<file path="config.mk">
export PLATFORM = sky130hd
export DESIGN_NAME = mode_shift_register
export DESIGN_NICKNAME = d
export VERILOG_FILES = /design/src/rtl/msr_pkg.sv /design/src/rtl/msr_shift_step.sv /design/src/rtl/mode_shift_register.sv
export SDC_FILE = /design/constraint.sdc
export NUM_CORES = 1
export LEC_CHECK = 0
export ABC_AREA = 1
export CORE_MARGIN = 5
export CORE_UTILIZATION = 50
export CTS_CLUSTER_SIZE = 12
export DETAILED_ROUTE_END_ITERATION = 6
export PLACE_DENSITY = 0.76
export SYNTH_ARGS = -nofsm -noshare
export SYNTH_HDL_FRONTEND = slang
export SYNTH_SLANG_ARGS = --single-unit
</file>
<file path="constraint.sdc">
create_clock -name clk -period 3.8 [get_ports clk]
set_clock_uncertainty 0.1 [all_clocks]
set_input_delay 0.76 -clock clk [delete_from_list [all_inputs] [get_ports clk]]
set_output_delay 0.76 -clock clk [all_outputs]
set_load 0.05 [all_outputs]
</file>
<file path="src/rtl/msr_pkg.sv">
// Shared definitions for the mode shift register: shift mode encodings,
// multi-cycle shift FSM states and shift direction constants.
package msr_pkg;

    // Shift mode encodings; 2'b11 is reserved and treated as logical
    localparam logic [1:0] MODE_LOG = 2'b00;
    localparam logic [1:0] MODE_ARI = 2'b01;
    localparam logic [1:0] MODE_ROT = 2'b10;

    // Shift directions
    localparam logic DIR_R = 1'b0;
    localparam logic DIR_L = 1'b1;

    // Multi-cycle shift engine states
    typedef enum logic [1:0] {
        IDLE  = 2'b00,
        SHIFT = 2'b01,
        DONE  = 2'b10
    } state_t;

endpackage

</file>
<file path="src/rtl/msr_shift_step.sv">
// Combinational one-bit shifter used by both the single-step shift path and
// the multi-cycle shift engine of mode_shift_register.
module msr_shift_step
    import msr_pkg::*;
#(
    parameter int WIDTH = 8
) (
    input  logic [WIDTH-1:0] value,
    input  logic             dir,
    input  logic [1:0]       mode,
    input  logic             fill,
    output logic [WIDTH-1:0] next,
    output logic             shout
);

    // Select the fill bit by mode and report the bit that falls off the end
    always_comb begin
        next  = value;
        shout = 1'b0;
        if (dir == DIR_R) begin
            shout = value[0];
            case (mode)
                MODE_ARI: next = {value[WIDTH-1], value[WIDTH-1:1]};
                MODE_ROT: next = {value[0], value[WIDTH-1:1]};
                default:  next = {fill, value[WIDTH-1:1]};
            endcase
        end else begin
            shout = value[WIDTH-1];
            case (mode)
                MODE_ARI: next = {value[WIDTH-2:0], 1'b0};
                MODE_ROT: next = {value[WIDTH-2:0], value[WIDTH-1]};
                default:  next = {value[WIDTH-2:0], fill};
            endcase
        end
    end

endmodule

</file>
<file path="src/rtl/mode_shift_register.sv">
// Parametrised datapath working register: clear, load, increment, decrement,
// single-step shifts in logical/arithmetic/rotate modes, a carry/borrow flag
// and a multi-cycle shift-by-N engine with a busy/done handshake.
// Optional feature: define MSR_SATURATE_EN to make inc/dec saturate instead
// of wrapping (carry still reports the overflow/underflow attempt).
module mode_shift_register
    import msr_pkg::*;
#(
    parameter int               WIDTH   = 8,
    parameter logic [WIDTH-1:0] RST_VAL = '0,
    localparam int              SHW     = $clog2(WIDTH)
) (
    input  logic             clk,
    input  logic             rst_n,
    input  logic             cl,
    input  logic             ld,
    input  logic             inc,
    input  logic             dec,
    input  logic             sr,
    input  logic             ir,
    input  logic             sl,
    input  logic             il,
    input  logic [WIDTH-1:0] in,
    input  logic [1:0]       mode,
    input  logic             start,
    input  logic             dir,
    input  logic [SHW-1:0]   shamt,
    output logic [WIDTH-1:0] out,
    output logic             carry,
    output logic             zero,
    output logic             busy,
    output logic             done
);

    state_t           state;
    logic [SHW-1:0]   cnt;
    logic             lat_dir;
    logic [1:0]       lat_mode;
    logic             lat_fill;

    logic             step_dir;
    logic [1:0]       step_mode;
    logic             step_fill;
    logic [WIDTH-1:0] step_next;
    logic             step_out;

    logic [WIDTH:0]   inc_sum;
    logic [WIDTH:0]   dec_diff;

    assign zero     = (out == '0);
    assign inc_sum  = {1'b0, out} + {{WIDTH{1'b0}}, 1'b1};
    assign dec_diff = {1'b0, out} - {{WIDTH{1'b0}}, 1'b1};

    // Feed the shared shifter from the latched settings while shifting, else from the live inputs
    always_comb begin
        if (state == SHIFT) begin
            step_dir  = lat_dir;
            step_mode = lat_mode;
            step_fill = lat_fill;
        end else begin
            step_dir  = sr ? DIR_R : DIR_L;
            step_mode = mode;
            step_fill = sr ? ir : il;
        end
    end

    msr_shift_step #(
        .WIDTH (WIDTH)
    ) u_step (
        .value (out),
        .dir   (step_dir),
        .mode  (step_mode),
        .fill  (step_fill),
        .next  (step_next),
        .shout (step_out)
    );

    // Register update and shift engine FSM; busy and done are registered alongside the state
    always_ff @(posedge clk or negedge rst_n) begin
        if (!rst_n) begin
            out      <= RST_VAL;
            carry    <= 1'b0;
            busy     <= 1'b0;
            done     <= 1'b0;
            state    <= IDLE;
            cnt      <= '0;
            lat_dir  <= DIR_R;
            lat_mode <= MODE_LOG;
            lat_fill <= 1'b0;
        end else begin
            case (state)
                SHIFT: begin
                    if (cl) begin
                        out   <= '0;
                        carry <= 1'b0;
                        busy  <= 1'b0;
                        done  <= 1'b0;
                        state <= IDLE;
                    end else begin
                        out   <= step_next;
                        carry <= step_out;
                        cnt   <= cnt - 1'b1;
                        if (cnt == SHW'(1)) begin
                            busy  <= 1'b0;
                            done  <= 1'b1;
                            state <= DONE;
                        end
                    end
                end
                default: begin
                    busy  <= 1'b0;
                    done  <= 1'b0;
                    state <= IDLE;
                    if (cl) begin
                        out   <= '0;
                        carry <= 1'b0;
                    end else if (start) begin
                        lat_dir  <= dir;
                        lat_mode <= mode;
                        lat_fill <= (dir == DIR_R) ? ir : il;
                        cnt      <= shamt;
                        if (shamt == '0) begin
                            done  <= 1'b1;
                            state <= DONE;
                        end else begin
                            busy  <= 1'b1;
                            state <= SHIFT;
                        end
                    end else if (ld) begin
                        out   <= in;
                        carry <= 1'b0;
                    end else if (inc) begin
`ifdef MSR_SATURATE_EN
                        if (&out) begin
                            carry <= 1'b1;
                        end else begin
                            out   <= inc_sum[WIDTH-1:0];
                            carry <= inc_sum[WIDTH];
                        end
`else
                        out   <= inc_sum[WIDTH-1:0];
                        carry <= inc_sum[WIDTH];
`endif
                    end else if (dec) begin
`ifdef MSR_SATURATE_EN
                        if (zero) begin
                            carry <= 1'b1;
                        end else begin
                            out   <= dec_diff[WIDTH-1:0];
                            carry <= dec_diff[WIDTH];
                        end
`else
                        out   <= dec_diff[WIDTH-1:0];
                        carry <= dec_diff[WIDTH];
`endif
                    end else if (sr || sl) begin
                        out   <= step_next;
                        carry <= step_out;
                    end
                end
            endcase
        end
    end

endmodule
</file>
# After elaboration in Yosys (flattened, before gate mapping)
# Cells that the tools add are included.
# word_totals
regBits,20
elab_cells,76
input_bits,25
out_inout_bits,12
# op_classes
mux,48
eq_ne,6
bitwise,2
addsub,3
n_reduce_logical,8
# ops
op,count
8-bit two-way mux,9
1-bit two-way mux,26
8-bit case mux with 2 select lines,1
2-bit two-way mux,7
3-bit two-way mux,4
8-bit by 1-bit adder with 9-bit output (second input constant),1
8-bit by 1-bit subtractor with 9-bit output (second input constant),1
8-bit zero test,1
3-bit by 2-bit inequality test with 1-bit output (second input constant),2
6-bit nonzero test,1
2-bit by 1-bit equality test with 1-bit output (second input constant),2
2-bit AND reduction,2
3-bit by 1-bit equality test with 1-bit output (second input constant),1
3-bit zero test,1
3-bit AND reduction,1
3-bit by 1-bit subtractor with 3-bit output (second input constant),1
2-bit equality test (second input constant),1
1-bit NOT,2
1-bit case mux with 2 select lines,1
2-bit nonzero test,1
1-bit logical OR,1

# Longest topological paths before layout
# Gate-level depths: netlist of the first run.
# depth
ltp_word,12
depth_mapped,17
depth_no_buf,17

# Cells and area by module
# A second synthesis of the first run with hierarchy kept.
# unflattened
hier_cells,283
area_unflattened_um2,1755.4
# modules_own_cells
module,area_each_um2,seq_area_each_um2,instances,cells_per_inst
mode_shift_register,1565.3,450.4,1,246
msr_shift_step,190.2,0.0,1,37

# Worst setup path before layout of the first run
# No wires, ideal clock.
# synth_timing
path_type,register to output
start,register out[0]
end,output port zero
required_time_ps,2940
path_slack_ps,1240
path_buffers,0
arrival_time_ps,1700
path_stages_with_launch,5
cell_sequence,dfrtp_1 -> inv_1 -> ha_1 -> nand2_1 -> nor2_1
# synth_via
elab_chain_len,1
# synth_lines
element,line_no,source
from (decl),mode_shift_register.sv:28,"output logic [WIDTH-1:0] out,"
from (signal assigned),mode_shift_register.sv:100,out <= step_next;
from (signal assigned),mode_shift_register.sv:130,out <= in;
from (signal assigned),mode_shift_register.sv:141,out <= inc_sum[WIDTH-1:0];
8-bit zero test,mode_shift_register.sv:50,assign zero = (out == '0);
to (decl),mode_shift_register.sv:30,"output logic zero,"
# Every way passes these cells.

# Final worst setup path of the first run
# Ends and elaborated chain as after synthesis.

==> results of run 1 <==
-- final cells by class --
| class | instances | share of cell area |
|---|---|---|
| Clock buffer | 4 | 0.0166 |
| Timing Repair Buffer | 36 | 0.165 |
| Multi-Input combinational cell | 224 | 0.515 |
| Inverter | 42 | 0.0720 |
| Sequential cell | 18 | 0.206 |
| Tap cell | 46 | 0.0263 |
-- layout by cell type, fill, tap and decap left out --
cell type	count
nor2_8	1
nand3_2	2
inv_2	2
o21a_1	1
o211ai_1	1
nand2_4	3
nor2_1	47
o21ai_1	3
a21oi_2	1
nand4_1	3
o21bai_1	1
nor2_2	3
or2_0	1
dfrtp_1	18
o21ai_0	25
a21oi_1	16
nand3_1	22
clkbuf_4	3
clkbuf_8	1
xor2_1	1
nand2_1	75
inv_1	40
nand2_2	4
o21ai_2	3
clkdlybuf4s50_1	36
a31oi_4	1
nor3_1	1
a211oi_1	2
ha_1	7
-- worst max-delay path by stage --
stage | from | end | slack, ns | depth (start not counted)
2_1_floorplan | out[0] | zero | 1.24 | 4
3_3_place_gp | mode[1] | out[7] | 1.08 | 15
3_5_place_dp | mode[1] | out[7] | 1.09 | 15
4_1_cts | out[0] | zero | 0.78 | 5
5_1_grt | out[0] | zero | 0.68 | 5
6_report | out[0] | zero | 0.79 | 5
-- stage by stage --
| stage | worst slack (ns) | std cells | cell area (sq um) |
|---|---|---|---|
| 5_1_grt | 0.677 | 370 | 2190 |
| 3_3_place_gp | 1.08 | 366 | 2150 |
| 2_1_floorplan | 1.24 | 293 | 1800 |
| 3_5_place_dp | 1.09 | 366 | 2150 |
| 6_report | 0.792 | 370 | 2190 |
| 4_1_cts | 0.781 | 370 | 2190 |
-- power by group through the flow --
stage	Sequential [mW]	Combinational, mW	Clock [mW]
global route	0.308	0.564	0.141
CTS	0.297	0.504	0.126
floorplan	0.346	0.317	0
detailed placement	0.301	0.500	0
finish	0.299	0.505	0.125
global placement	0.301	0.503	0
-- flip-flops by register name, indices dropped and copies added (netlist names) --
signal,cells
out,8
cnt,3
lat_mode,2
state,2
carry,1
lat_dir,1
lat_fill,1
-- cells by family (layout without fill, tap and decap cells) --
| family | after synthesis | count (layout) | synth area share |
|---|---|---|---|
| XOR/XNOR | 1 | 1 | 0.00486 |
| AO/OA/AOI/OAI | 54 | 54 | 0.174 |
| AND/OR/NAND/NOR | 162 | 162 | 0.397 |
| buffers and inverters | 51 | 82 | 0.126 |
| flip-flops | 18 | 18 | 0.250 |
| adder cells (fa/ha/maj) | 7 | 7 | 0.0486 |
-- worst max-delay path, stage by stage (launching register included) --
cell and delay, ns:
dfrtp_1 0.50, inv_1 0.20, ha_1 0.18, nand2_1 0.05
nor2_1 0.11, clkdlybuf4s50_1 0.81
-- routing by layer --
layer | GRT usage | part of all wire | vias up | wire (um)
li1 | - | - | 994 | -
met1 | 0.303 | 0.51 | 802 | 2290
met2 | 0.272 | 0.41 | 73 | 1870
met3 | 0.0330 | 0.072 | 5 | 327
met4 | 0.0489 | 0.0095 | 0 | 43
met5 | 0 | 0 | - | 0
==> load_flow_metrics.sql, run 1 <==
INSERT INTO impl_metrics (metric_group, metric, value, unit) VALUES
('status', 'status', 'complete, no violations', ''),
('synthesis', 'synth_fp_nets', '325', ''),
('sta', 'transition_time_at_the_pin_with_the_least_slew_margin', '0.838', 'ns'),
('sta', 'timing.final.crit_period', '3.01', 'ns'),
('setup_path', 'endpoint_kind', 'output port', ''),
('synthesis', 'synthTopCellsByCount', 'nand2_1 (75), nor2_1 (47), inv_1 (40), o21ai_0 (25), nand3_1 (22)', ''),
('synthesis', 'post_syn_area', '0.00180', 'sq mm'),
('clock_tree', 'clkLatencyLatePin', '0.30', 'ns'),
('floorplanning', 'top_level_pins', '37', ''),
('floorplanning', 'placement_rows', '21', ''),
('detailed_routing', 'initialDrtViolationCount', '218', ''),
('clock_tree', 'cts.sinks', '18', ''),
('finish', 'area_growth_syn_to_layout', '21.4', '%'),
('synthesis', 'ys_seq_area_frac', '0.250', ''),
('synthesis', 'synth_cells', '293', ''),
('setup_path', 'critical_path.reg2reg.endpoint', 'out[7]', ''),
('sta', 'report.final.hold_viol_count', '0', ''),
('finish', 'diode_insertion_count_for_antenna_repair', '0', ''),
('placed_design', 'gpl.final_weighted_congestion', '0.946', ''),
('detailed_routing', 'wl', '4530', 'um'),
('power_and_ir_drop', 'switchingPower', '459', 'uW'),
('clock_tree', 'cts.reportedPaths.clkPinSlew', '0.11', 'ns'),
('synthesis', 'synthesis.yosys.warnings', '0', ''),
('sta', 'final-max-slew-violation-count', '0', ''),
('clock_tree', 'root_buffer', 'clkbuf_4', ''),
('min_path', 'hold_path.startpoint', 'lat_dir', ''),
('setup_path', 'worst_ep_arrival_time', '2.15', 'ns'),
('setup_path', 'critical_path_peak_fanout', '7', ''),
('floorplanning', 'die_height', '70.1', 'um'),
('floorplanning', 'floorplan_core_area', '0.00342', 'sq mm'),
('clock_tree', 'ctsResizeCount', '0', ''),
('detailed_routing', 'drt_pre_antenna_iters', '5', ''),
('synthesis', 'ys_ff_latch', '18', ''),
('placed_design', 'numPortBuffers', '36', ''),
('synthesis', 'syn_avg_cell_area', '6.15', 'sq um'),
('power_and_ir_drop', 'seq_power_share', '0.322', ''),
('sta', 'maxClockFrequency', '0.332', 'GHz'),
('sta', 'tns', '0', 'ns'),
('synthesis', 'synth_top_cell_area_share', '0.250', ''),
('global_route', 'grt_antenna_before_repair', '0', ''),
('clock_tree', 'cts_max_path_buffers', '2', ''),
('setup_path', 'worst-setup-path-type', 'reg -> out', ''),
('finish', 'finalCoreUtilization', '0.641', ''),
('detailed_routing', 'via_per_inst', '5.06', ''),
('sta', 'period_share', '0.792', ''),
('floorplanning', 'design.die.area', '0.00491', 'sq mm'),
('synthesis', 'synth_most_common_cell', 'nand2_1', ''),
('global_route', 'grt_max_degree', '19', ''),
('synthesis', 'synth_ff_type', 'dfrtp_1', ''),
('detailed_routing', 'wl_per_cell', '12.2', 'um'),
('finish', 'layout.filler_cells', '335', ''),
('synthesis', 'yosysUniqueCellTypes', '30', ''),
('clock_tree', 'cts_hold_repair.buffers', '0', ''),
('global_route', 'leftover_overflow_at_the_end_of_global_routing', '0', ''),
('sta', 'setup_repair_after_global_routing_missed_its_margin', 'false', ''),
('clock_tree', 'tritoncts', 'built', ''),
('detailed_routing', 'number_of_vias_in_the_routed_layout', '1874', ''),
('power_and_ir_drop', 'swShare', '0.494', ''),
('sta', 'whs', '0.384', 'ns'),
('detailed_routing', 'final_antenna_net_count', '0', ''),
('global_route', 'number_of_global_route_vias_before_repair', '1715', ''),
('synthesis', 'synth_enable_flop_cells', '0', ''),
('power_and_ir_drop', 'internal_power', '470', 'uW'),
('finish', 'multi_input_area', '0.00113', 'sq mm'),
('setup_path', 'worstPathRequired', '2.94', 'ns'),
('synthesis', 'post-synth-top-area-cell', 'dfrtp_1', ''),
('clock_tree', 'htreeDepth', '1', ''),
('setup_path', 'startpoint_type', 'register', ''),
('power_and_ir_drop', 'p_leak', '1.10', 'nW'),
('global_route', 'global_route.usage.total', '0.194', ''),
('floorplanning', 'initial_core_util', '0.528', '');
(Power assumes the default switching activity.)
==> inputs of run 2 (changes only) <==
==> constraint.sdc (replaced) <==
create_clock -name clk -period 3.1 [get_ports clk]
set_clock_uncertainty 0.1 [all_clocks]
set_input_delay 0.62 -clock clk [delete_from_list [all_inputs] [get_ports clk]]
set_output_delay 0.62 -clock clk [all_outputs]
set_load 0.05 [all_outputs]
==> run 2 against run 1 <==
Via count up 2.7%. First-iteration DRC count down 21%. Clock power up 20%. Die area unchanged. Sequential share of layout area down 0.35 points. Clock-buffer cell count unchanged. Critical endpoint unchanged. Largest power group unchanged. Highest routed layer unchanged.
==> load_flow_metrics.sql, run 2 (synthesis results as in run 1) <==
INSERT INTO impl_metrics (metric_group, metric, value, unit) VALUES
('status', 'status', 'complete, no violations', ''),
('floorplanning', 'placement_rows', '21', ''),
('placed_design', 'dp_hpwl', '3740', 'um'),
('sta', 'period_share', '0.920', ''),
('finish', 'top_register', 'out', ''),
('clock_tree', 'root_buffer', 'clkbuf_4', ''),
('setup_path', 'worstPathCellList', 'inv_1 -> ha_1 -> nand2_1 -> nor2_1 -> clkdlybuf4s50_1', ''),
('setup_path', 'reg2reg_depth', '16', ''),
('setup_path', 'critical_path_peak_fanout', '7', ''),
('floorplanning', 'top_level_pins', '37', ''),
('detailed_routing', 'wl', '4730', 'um'),
('setup_path', 'r2r_setup_slack', '0.87', 'ns'),
('detailed_routing', 'via_per_inst', '5.13', ''),
('setup_path', 'endpoint_kind', 'output port', ''),
('sta', 'transition_time_at_the_pin_with_the_least_slew_margin', '0.835', 'ns'),
('setup_path', 'worst-setup-path-type', 'reg -> out', ''),
('sta', 'fin_ws', '0.249', 'ns'),
('sta', 'maxClockFrequency', '0.351', 'GHz'),
('clock_tree', 'cts-buffers-inserted', '3', ''),
('setup_path', 'cpLargestDelayFamily', 'buffers and inverters', ''),
('floorplanning', 'design.die.area', '0.00491', 'sq mm'),
('clock_tree', 'clkLatencyLatePin', '0.30', 'ns'),
('min_path', 'hold_path_class', 'reg -> reg', ''),
('detailed_routing', 'final_antenna_net_count', '0', ''),
('detailed_routing', 'initialDrtViolationCount', '172', ''),
('finish', 'layout.cells.most_common_list', 'nand2_1 (75), nor2_1 (47), inv_1 (40)', ''),
('setup_path', 'cpMaxStageDelayCell', 'clkdlybuf4s50_1', ''),
('clock_tree', 'htreeDepth', '1', ''),
('power_and_ir_drop', 'p_leak', '1.13', 'nW'),
('min_path', 'holdPathStages', '2', ''),
('setup_path', 'worstPathRequired', '2.38', 'ns'),
('finish', 'max_reg_flops', '8', ''),
('placed_design', 'gpl.final_weighted_congestion', '0.949', ''),
('setup_path', 'worstSetupEndpoint', 'zero', ''),
('detailed_routing', 'drt_pre_antenna_iters', '5', ''),
('detailed_routing', 'wl_per_cell', '12.6', 'um'),
('detailed_routing', 'remaining_drc_errors', '0', ''),
('setup_path', 'worst_ep_arrival_time', '2.13', 'ns'),
('floorplanning', 'die_height', '70.1', 'um'),
('sta', 'slew-limit-headroom', '0.442', ''),
('finish', 'layout.cells.most_common', 'nand2_1', ''),
('sta', 'setup_repair_after_global_routing_missed_its_margin', 'false', ''),
('clock_tree', 'cts.sinks', '18', ''),
('sta', 'final-max-slew-violation-count', '0', ''),
('global_route', 'grt_max_degree', '19', ''),
('global_route', 'grt_pass1_wl', '7890', 'um'),
('clock_tree', 'cts_hold_repair.buffers', '0', ''),
('setup_path', 'worstSetupStartpoint', 'out[0]', ''),
('clock_tree', 'cts.reportedPaths.clkPinSlew', '0.11', 'ns'),
('global_route', 'leftover_overflow_at_the_end_of_global_routing', '0', ''),
('sta', 'tns', '0', 'ns'),
('job', 'max_cap_violation_count', '0', ''),
('power_and_ir_drop', 'peakVddDrop', '0.380', 'mV'),
('setup_path', 'critical-path-max-stage-delay', '0.80', 'ns'),
('floorplanning', 'x_dimension_of_the_die', '70.1', 'um'),
('finish', 'diode_insertion_count_for_antenna_repair', '0', ''),
('setup_path', 'path_depth', '5', ''),
('sta', 'setup_viols_final', '0', ''),
('sta', 'report.final.hold_viol_count', '0', ''),
('sta', 'timing.final.crit_period', '2.85', 'ns'),
('placed_design', 'numPortBuffers', '36', ''),
('floorplanning', 'floorplan_core_area', '0.00342', 'sq mm'),
('clock_tree', 'tritoncts', 'built', ''),
('clock_tree', 'postCtsSetupRepairBufs', '0', ''),
('placed_design', 'pre_cts_slack', '0.496', 'ns'),
('finish', 'reg_top3', 'out: 8 flops, cnt: 3 flops', ''),
('setup_path', 'critical_path.reg2reg.endpoint', 'out[7]', ''),
('global_route', 'grt_antenna_before_repair', '0', ''),
('finish', 'finish.net_count', '362', ''),
('setup_path', 'startpoint_type', 'register', ''),
('setup_path', 'critPathBufInv', '2', ''),
('finish', 'area_growth_syn_to_layout', '23.5', '%'),
('floorplanning', 'initial_core_util', '0.528', ''),
('setup_path', 'crit-reg2reg-launch', 'state[0]', ''),
('finish', 'drive_above_1_share', '0.0881', ''),
('global_route', 'number_of_global_route_vias_before_repair', '1721', ''),
('global_route', 'global_route.usage.total', '0.194', ''),
('clock_tree', 'ctsResizeCount', '0', ''),
('clock_tree', 'cts_max_path_buffers', '2', ''),
('detailed_routing', 'number_of_vias_in_the_routed_layout', '1924', ''),
('power_and_ir_drop', 'power_per_cell_area', '524', 'mW/mm^2');
==> run 2: changes by cell type in the layout (fill, tap and decap cells not counted), sizes merged <==
cell and change:
buf +5
==> run 2: cell type report <==
class,instances,area (sq um)
inverter,42,158
fill,339,1190
tap,46,57.6
clock buffer,4,36.3
sequential,18,450
timing repair buffer,41,398
multi-input combinational,224,1130
==> run 2: worst min-delay path by stage <==
stage / startpoint / end / slack (ns)
floorplan: rst_n / carry / 0.22
global placement: lat_dir / lat_dir / 0.36
detailed placement: lat_dir / lat_dir / 0.36
CTS: lat_dir / lat_dir / 0.39
global route: lat_dir / lat_dir / 0.41
finish: lat_dir / lat_dir / 0.39
==> run 2: worst min-delay path, stage by stage, from the launching register on <==
cell and delay, ns:
dfrtp_1 0.36, nand2_1 0.05, nand2_1 0.05
==> run 2: per-layer routing <==
| layer | track usage | vias up | wire [um] |
|---|---|---|---|
| met4 | 0.0362 | 0 | 34 |
| met2 | 0.286 | 74 | 1980 |
| met5 | 0 | - | 0 |
| met1 | 0.298 | 845 | 2380 |
| met3 | 0.0287 | 6 | 333 |
| li1 | - | 999 | - |
==> run 2: stage by stage <==
stage	instances	area (sq um)	total power [mW]	utilization	hold slack, ns
after floorplan	293	1800	0.813	-	0.224
after global placement	371	2190	1.01	0.641	0.359
after detailed placement	371	2190	1.01	0.641	0.361
after CTS	375	2230	1.16	0.652	0.389
after global routing	375	2230	1.26	0.652	0.408
final	375	2230	1.17	0.652	0.388
==> run 2: power by group <==
group / switching [mW] / internal, mW
clock: 0.0781 / 0.0716
combinational: 0.447 / 0.237
sequential: 0.0470 / 0.286
total: 0.572 / 0.595
